<file path="config.mk">
export PLATFORM = sky130hd
export DESIGN_NAME = nic_dma_sequencer
export DESIGN_NICKNAME = d
export VERILOG_FILES = /design/src/rtl/nic_dma_sequencer.sv
export SDC_FILE = /design/constraint.sdc
export NUM_CORES = 1
export LEC_CHECK = 0
export CORE_ASPECT_RATIO = 1.2
export CORE_MARGIN = 5
export CORE_UTILIZATION = 30
export DETAILED_ROUTE_END_ITERATION = 7
export HOLD_SLACK_MARGIN = 0.15
export PLACE_DENSITY = 0.65
export SYNTH_ARGS = -nofsm -noshare
export SYNTH_HDL_FRONTEND = slang
export SYNTH_SLANG_ARGS = --single-unit
</file>
<file path="constraint.sdc">
create_clock -name clk -period 2.7 [get_ports clk]
set_clock_uncertainty 0.2 [all_clocks]
set_input_delay 0.54 -clock clk [delete_from_list [all_inputs] [get_ports clk]]
set_output_delay 0.54 -clock clk [all_outputs]
set_load 0.02 [all_outputs]
</file>
<file path="src/rtl/nic_dma_sequencer.sv">
// nic_dma_sequencer
// Per-node DMA engine that moves 64-bit words between the node data memory
// and its NIC without processor help. Two channels share one memory port and
// one NIC port, one word-transfer at a time, round-robin:
//   TX : memory -> NIC output buffer (poll out status, mem read, NIC write)
//   RX : NIC input buffer -> memory  (poll in status, NIC read, mem write)
// Ports:
//   clk, reset                   clock, synchronous active-high reset
//   tx_cmd_* / rx_cmd_*          command handshake (base address, word count)
//   tx_done / rx_done            one-cycle completion pulses
//   mem_addr/mem_d_out/mem_d_in  memory port, memEn/memWrEn enables
//   nic_addr/nic_d_in/nic_d_out  NIC port, nicEn/nicWrEn enables
//     NIC map: 00 in buf, 01 in status, 10 out buf, 11 out status (bit 63 = full)
module nic_dma_sequencer #(
    parameter int ADDR_STRIDE = 1,
    parameter int LEN_W       = 8
) (
    input  logic             clk,
    input  logic             reset,
    input  logic             tx_cmd_valid,
    output logic             tx_cmd_ready,
    input  logic [0:31]      tx_cmd_base,
    input  logic [0:LEN_W-1] tx_cmd_len,
    output logic             tx_done,
    input  logic             rx_cmd_valid,
    output logic             rx_cmd_ready,
    input  logic [0:31]      rx_cmd_base,
    input  logic [0:LEN_W-1] rx_cmd_len,
    output logic             rx_done,
    output logic [0:31]      mem_addr,
    output logic [0:63]      mem_d_out,
    input  logic [0:63]      mem_d_in,
    output logic             memEn,
    output logic             memWrEn,
    output logic [0:1]       nic_addr,
    output logic [0:63]      nic_d_in,
    input  logic [0:63]      nic_d_out,
    output logic             nicEn,
    output logic             nicWrEn
);

    typedef enum logic [2:0] {
        ARB, TX_POLL, TX_MRD, TX_NWR, RX_POLL, RX_NRD, RX_MWR
    } state_t;

    localparam logic RR_TX = 1'b0;
    localparam logic RR_RX = 1'b1;

    state_t           state_q, state_d;
    logic             rr_q, rr_d;
    logic             tx_act_q, tx_act_d, rx_act_q, rx_act_d;
    // Zero-length commands complete without touching the ports; this flag
    // carries the done pulse into the cycle after accept.
    logic             tx_zd_q, tx_zd_d, rx_zd_q, rx_zd_d;
    logic [0:31]      tx_ptr_q, tx_ptr_d, rx_ptr_q, rx_ptr_d;
    logic [0:LEN_W-1] tx_cnt_q, tx_cnt_d, rx_cnt_q, rx_cnt_d;
    logic [0:63]      data_q, data_d;

    // A channel stays busy through its done pulse, so a new command can only
    // land the cycle after done.
    assign tx_cmd_ready = !tx_act_q && !tx_zd_q;
    assign rx_cmd_ready = !rx_act_q && !rx_zd_q;

    always_comb begin
        state_d   = state_q;
        rr_d      = rr_q;
        tx_act_d  = tx_act_q;
        rx_act_d  = rx_act_q;
        tx_zd_d   = 1'b0;
        rx_zd_d   = 1'b0;
        tx_ptr_d  = tx_ptr_q;
        rx_ptr_d  = rx_ptr_q;
        tx_cnt_d  = tx_cnt_q;
        rx_cnt_d  = rx_cnt_q;
        data_d    = data_q;
        mem_addr  = '0;
        mem_d_out = '0;
        memEn     = 1'b0;
        memWrEn   = 1'b0;
        nic_addr  = '0;
        nic_d_in  = '0;
        nicEn     = 1'b0;
        nicWrEn   = 1'b0;
        tx_done   = tx_zd_q;
        rx_done   = rx_zd_q;

        // Command accept; the FSM only touches a channel's pointer/count
        // while that channel is active, so these never collide.
        if (tx_cmd_valid && tx_cmd_ready) begin
            tx_ptr_d = tx_cmd_base;
            tx_cnt_d = tx_cmd_len;
            if (tx_cmd_len == '0) tx_zd_d  = 1'b1;
            else                  tx_act_d = 1'b1;
        end
        if (rx_cmd_valid && rx_cmd_ready) begin
            rx_ptr_d = rx_cmd_base;
            rx_cnt_d = rx_cmd_len;
            if (rx_cmd_len == '0) rx_zd_d  = 1'b1;
            else                  rx_act_d = 1'b1;
        end

        unique case (state_q)
            ARB: begin
                if (tx_act_q && (!rx_act_q || rr_q == RR_TX)) state_d = TX_POLL;
                else if (rx_act_q)                            state_d = RX_POLL;
            end
            TX_POLL: begin
                nicEn    = 1'b1;
                nic_addr = 2'b11;
                if (!nic_d_out[63]) begin
                    state_d = TX_MRD;
                end else begin
                    rr_d    = RR_RX;
                    state_d = ARB;
                end
            end
            TX_MRD: begin
                memEn    = 1'b1;
                mem_addr = tx_ptr_q;
                state_d  = TX_NWR;
            end
            TX_NWR: begin
                nicEn    = 1'b1;
                nicWrEn  = 1'b1;
                nic_addr = 2'b10;
                nic_d_in = mem_d_in;
                tx_ptr_d = tx_ptr_q + 32'(ADDR_STRIDE);
                tx_cnt_d = tx_cnt_q - LEN_W'(1);
                rr_d     = RR_RX;
                if (tx_cnt_q == LEN_W'(1)) begin
                    tx_done  = 1'b1;
                    tx_act_d = 1'b0;
                end
                state_d  = ARB;
            end
            RX_POLL: begin
                nicEn    = 1'b1;
                nic_addr = 2'b01;
                if (nic_d_out[63]) begin
                    state_d = RX_NRD;
                end else begin
                    rr_d    = RR_TX;
                    state_d = ARB;
                end
            end
            RX_NRD: begin
                nicEn    = 1'b1;
                nic_addr = 2'b00;
                data_d   = nic_d_out;
                state_d  = RX_MWR;
            end
            RX_MWR: begin
                memEn     = 1'b1;
                memWrEn   = 1'b1;
                mem_addr  = rx_ptr_q;
                mem_d_out = data_q;
                rx_ptr_d  = rx_ptr_q + 32'(ADDR_STRIDE);
                rx_cnt_d  = rx_cnt_q - LEN_W'(1);
                rr_d      = RR_TX;
                if (rx_cnt_q == LEN_W'(1)) begin
                    rx_done  = 1'b1;
                    rx_act_d = 1'b0;
                end
                state_d   = ARB;
            end
            default: state_d = ARB;
        endcase
    end

    always_ff @(posedge clk) begin
        if (reset) begin
            state_q  <= ARB;
            rr_q     <= RR_TX;
            tx_act_q <= 1'b0;
            rx_act_q <= 1'b0;
            tx_zd_q  <= 1'b0;
            rx_zd_q  <= 1'b0;
            tx_ptr_q <= '0;
            rx_ptr_q <= '0;
            tx_cnt_q <= '0;
            rx_cnt_q <= '0;
            data_q   <= '0;
        end else begin
            state_q  <= state_d;
            rr_q     <= rr_d;
            tx_act_q <= tx_act_d;
            rx_act_q <= rx_act_d;
            tx_zd_q  <= tx_zd_d;
            rx_zd_q  <= rx_zd_d;
            tx_ptr_q <= tx_ptr_d;
            rx_ptr_q <= rx_ptr_d;
            tx_cnt_q <= tx_cnt_d;
            rx_cnt_q <= rx_cnt_d;
            data_q   <= data_d;
        end
    end

endmodule

</file>
==> summary.md <==
| Metric | Value |
|---|---|
| Share of cells above drive strength 1 | `8.38%` |
| Largest vdd supply drop | `0.360 mV` |
| Synth warn | `0` |
| Multiplexer share of the synthesized area | `4.28%` |
| F_max | `0.360 GHz` |
| H-tree depth | `4` |
| CP Launch Type | `register` |
| Tmin final | `2.77 ns` |
| Global-route wire length before repair | `52300 um` |
| P_leak | `5.55 nW` |
| Violated checks | `negative setup slack` |
| Area delta synth->final | `59.6%` |
| Dominant synthesized flop cell | `dfxtp_1` |
| Post-synthesis simple-gate area fraction | `35.5%` |
| CTS Buffer Depth | `2` |
| Starting DRT DRC Count | `496` |
| Worst setup margin | `-0.0747 ns` |
| Die Width | `164 um` |
| Worst Path Required | `1.96 ns` |
| Final antenna-violating net count | `0` |
| Final WL | `34400 um` |
| DP HPWL | `26100 um` |
| Slowest CP cell | `or3_4` |
| Async SR Flop Fraction | `0%` |
| Status | `finished, violations left` |
| DR pass1 iterations | `5` |
| Crit path top cell by count | `or3_4` |
| Actual slew at the worst max-slew pin | `0.718 ns` |
| Largest net degree at the start of global routing | `139` |
| Unique masters post-synth | `59` |
| Vias in the first global route | `9444` |
| Fillers | `2810` |
| Post-synthesis average cell area | `7.35 um^2` |
| Number of synthesized flops with an enable pin | `0` |
| Routability cong. | `0.872` |
| Antenna violations before repair | `3` |
| R2R Path Start | `tx_ptr_q[12]$_SDFFE_PP0P_` |
| Synth Cell Area | `8500 um^2` |
| Crit-path max cell delay | `0.39 ns` |
| Yosys top cell area share | `35.8%` |
| Post-synth top cells | `207 x nand2_1, 152 x dfxtp_1, 130 x and2_1` |
| Tot GR Track Use | `20.5%` |
| Starting Density | `30.5%` |
| Core ar. | `27900 um^2` |
| Setup crit end kind | `output port` |
| Worst Min Path Start | `data_q[61]$_SDFFE_PP0N_` |
| Via density | `5.01` |
| RSZ-0062 raised after global routing | `yes` |
| CTS clk-pin slew, worst paths | `0.07 ns` |
| Die height | `194 um` |
| Post-synthesis compound-gate area fraction | `18.1%` |
| Net count, final | `1756` |
| TritonCTS clock tree | `done` |
| Rel. slew slack | `52.2%` |
| Num CTS Buffers | `17` |
| Detailed-route via count | `9679` |
| CP bufs+invs | `1` |
| Worst r2r dst | `tx_ptr_q[0]$_SDFFE_PP0P_` |
| Power Density | `440 nW/um^2` |
| Synth top area cells | `dfxtp_1 36%, and2_1 9.6%, nand2_1 9.1%, a21oi_1 6.4%, nor2_1 4.3%` |
| Rows | `67` |
| Num ports | `382` |
| Post-synthesis xor/xnor area fraction | `0.515%` |
| Die ar. | `31800 um^2` |
| Worst-path maximum fanout | `2` |
| Hold Buf Count CTS | `0` |
| Main combinational cell family by area after synthesis | `simple AND/OR/NAND/NOR gates` |
| Hold Crit Endpoint | `data_q[61]$_SDFFE_PP0N_` |
| Post-route DRC | `0` |
| Critical path's top delay family | `simple AND/OR/NAND/NOR gates` |
| CTS root buf | `clkbuf_16` |
| Worst Path Class, Setup | `reg2out` |
| Count leader, synth | `nand2_1` |
| Final instance area | `13600 um^2` |
| CP Cell Sequence | `or3_4 > or3_4 > nor4_4 > or2_4 > buf_6` |
| WHS Path Cells | `2` |
| Setup TNS | `-0.0747 ns` |
| Clock Sinks | `152` |
| Gr ovfl total | `0` |
| Final setup violation count | `1` |
| R2R setup slack | `0.14 ns` |
| Post-synthesis adder-cell area fraction | `0.883%` |
| Worst r2r path cells | `5` |
| Worst EP arrival | `2.03 ns` |
| Clk_lat worst skew | `0.43 ns` |
| Port-buffer cells | `381` |
| Synth Instances | `1156` |
| Wire per inst | `17.8 um` |
| Max Cap Violations | `0` |
| Slew Viols, Final | `0` |
| Dpl cell area | `13100 um^2` |
| Final Cycle Share | `103%` |
| Worst Hold Class | `reg2reg` |
| Setup WS pre-CTS | `-0.161 ns` |
| Syn nets | `1374` |
| Area leader, netlist | `dfxtp_1` |
| Final hold viol count | `0` |
| Synth Register Bits | `152` |
| Sequential area share after synthesis | `35.8%` |
-- flip-flops by register name, summed over array words and instances, names as in the netlist --
| signal | count |
|---|---|
| tx_act_q | 1 |
| rx_ptr_q | 32 |
| rx_act_q | 1 |
| data_q | 64 |
| tx_zd_q | 1 |
| rx_cnt_q | 8 |
| tx_ptr_q | 32 |
| rr_q | 1 |
| tx_cnt_q | 8 |
| state_q | 3 |
| rx_zd_q | 1 |
-- logic make-up after synthesis --
kind of cell | after synthesis
compound gates | 243
xor+xnor | 5
fa+ha+maj | 6
buf+inv | 108
flops | 152
mux | 36
simple gates | 606
-- layout make-up --
| class | instances | area [um^2] | area share, % |
|---|---|---|---|
| Antenna cell | 1 | 2.50 | 0.0184 |
| Clock buffer | 17 | 425 | 3.13 |
| Clock inverter | 15 | 168 | 1.24 |
| Inverter | 25 | 93.8 | 0.691 |
| Multi-Input combinational cell | 896 | 5080 | 37.5 |
| Sequential cell | 152 | 3050 | 22.4 |
| Tap cell | 379 | 474 | 3.49 |
| Timing Repair Buffer | 446 | 4280 | 31.5 |
-- what timing repair did --
item	4_1_cts	5_1_grt
pin swaps	0	2
resized for setup	179	42
setup buffers	2	0
hold endpoints to repair	0	0
setup endpoints to repair	163	31
-- worst reg2reg max path, stage by stage, from the launching register on --
cell and delay (ns):
dfxtp_1 0.46, nand3_2 0.18, or3_1 0.42, or3_1 0.49
or3_1 0.38, a311oi_1 0.31
-- metal layers --
layer | routed length, um | GRT usage (%) | vias to the layer above
li1 | - | - | 4824
met1 | 14000 | 24.6 | 4487
met2 | 17000 | 35.5 | 317
met3 | 2670 | 5.95 | 47
met4 | 725 | 5.97 | 4
met5 | 26 | 0 | -
-- power breakdown --
group	switching (mW)	internal (mW)	leakage (nW)	total (mW)
clock network	1.17	1.25	0.289	2.42
logic	0.470	0.586	4.02	1.06
registers	0.143	2.35	1.24	2.50
-- placed cells by master (no fill, tap or decap), types with 14 or more instances in the layout --
| cell type | netlist | layout |
|---|---|---|
| a211oi_1 | 14 | 14 |
| a21oi_1 | 108 | 108 |
| a31oi_1 | 19 | 19 |
| and2_1 | 130 | 129 |
| and3_1 | 20 | 20 |
| buf_4 | 1 | 55 |
| clkbuf_16 | 0 | 17 |
| clkdlybuf4s15_1 | 0 | 27 |
| clkdlybuf4s50_1 | 0 | 212 |
| dfxtp_1 | 152 | 150 |
| dlygate4sd2_1 | 0 | 129 |
| inv_1 | 25 | 23 |
| mux2i_1 | 33 | 33 |
| nand2_1 | 207 | 206 |
| nand3_1 | 33 | 33 |
| nor2_1 | 98 | 95 |
| nor3_1 | 35 | 35 |
| nor4_1 | 22 | 20 |
| o21ai_0 | 24 | 24 |
-- stage by stage --
stage / hold slack (ns) / utilization [%] / power (mW) / cells
3_3_place_gp: 0.237 / 46.9 / 3.59 / 1896
4_1_cts: 0.253 / 48.4 / 6.03 / 1930
5_1_grt: 0.268 / 48.6 / 6.23 / 1931
2_1_floorplan: 0.232 / - / 2.99 / 1156
3_5_place_dp: 0.242 / 46.9 / 3.60 / 1896
6_report: 0.248 / 48.6 / 5.98 / 1931
-- how the worst max path moves through the flow --
stage	startpoint	endpoint	slack [ns]	cells after the start
floorplan	state_q[1]$_SDFFE_PP0P_	nic_d_in[10]	0.04	7
global placement	rx_cnt_q[5]$_SDFFE_PP0P_	rx_done	-0.16	5
detailed placement	rx_cnt_q[5]$_SDFFE_PP0P_	rx_done	-0.16	5
CTS	rx_cnt_q[5]$_SDFFE_PP0P_	rx_done	-0.20	5
global route	rx_cnt_q[5]$_SDFFE_PP0P_	rx_done	-0.12	5
finish	rx_cnt_q[5]$_SDFFE_PP0P_	rx_done	-0.07	5
No activity file was read; power rests on OpenSTA's default activity.
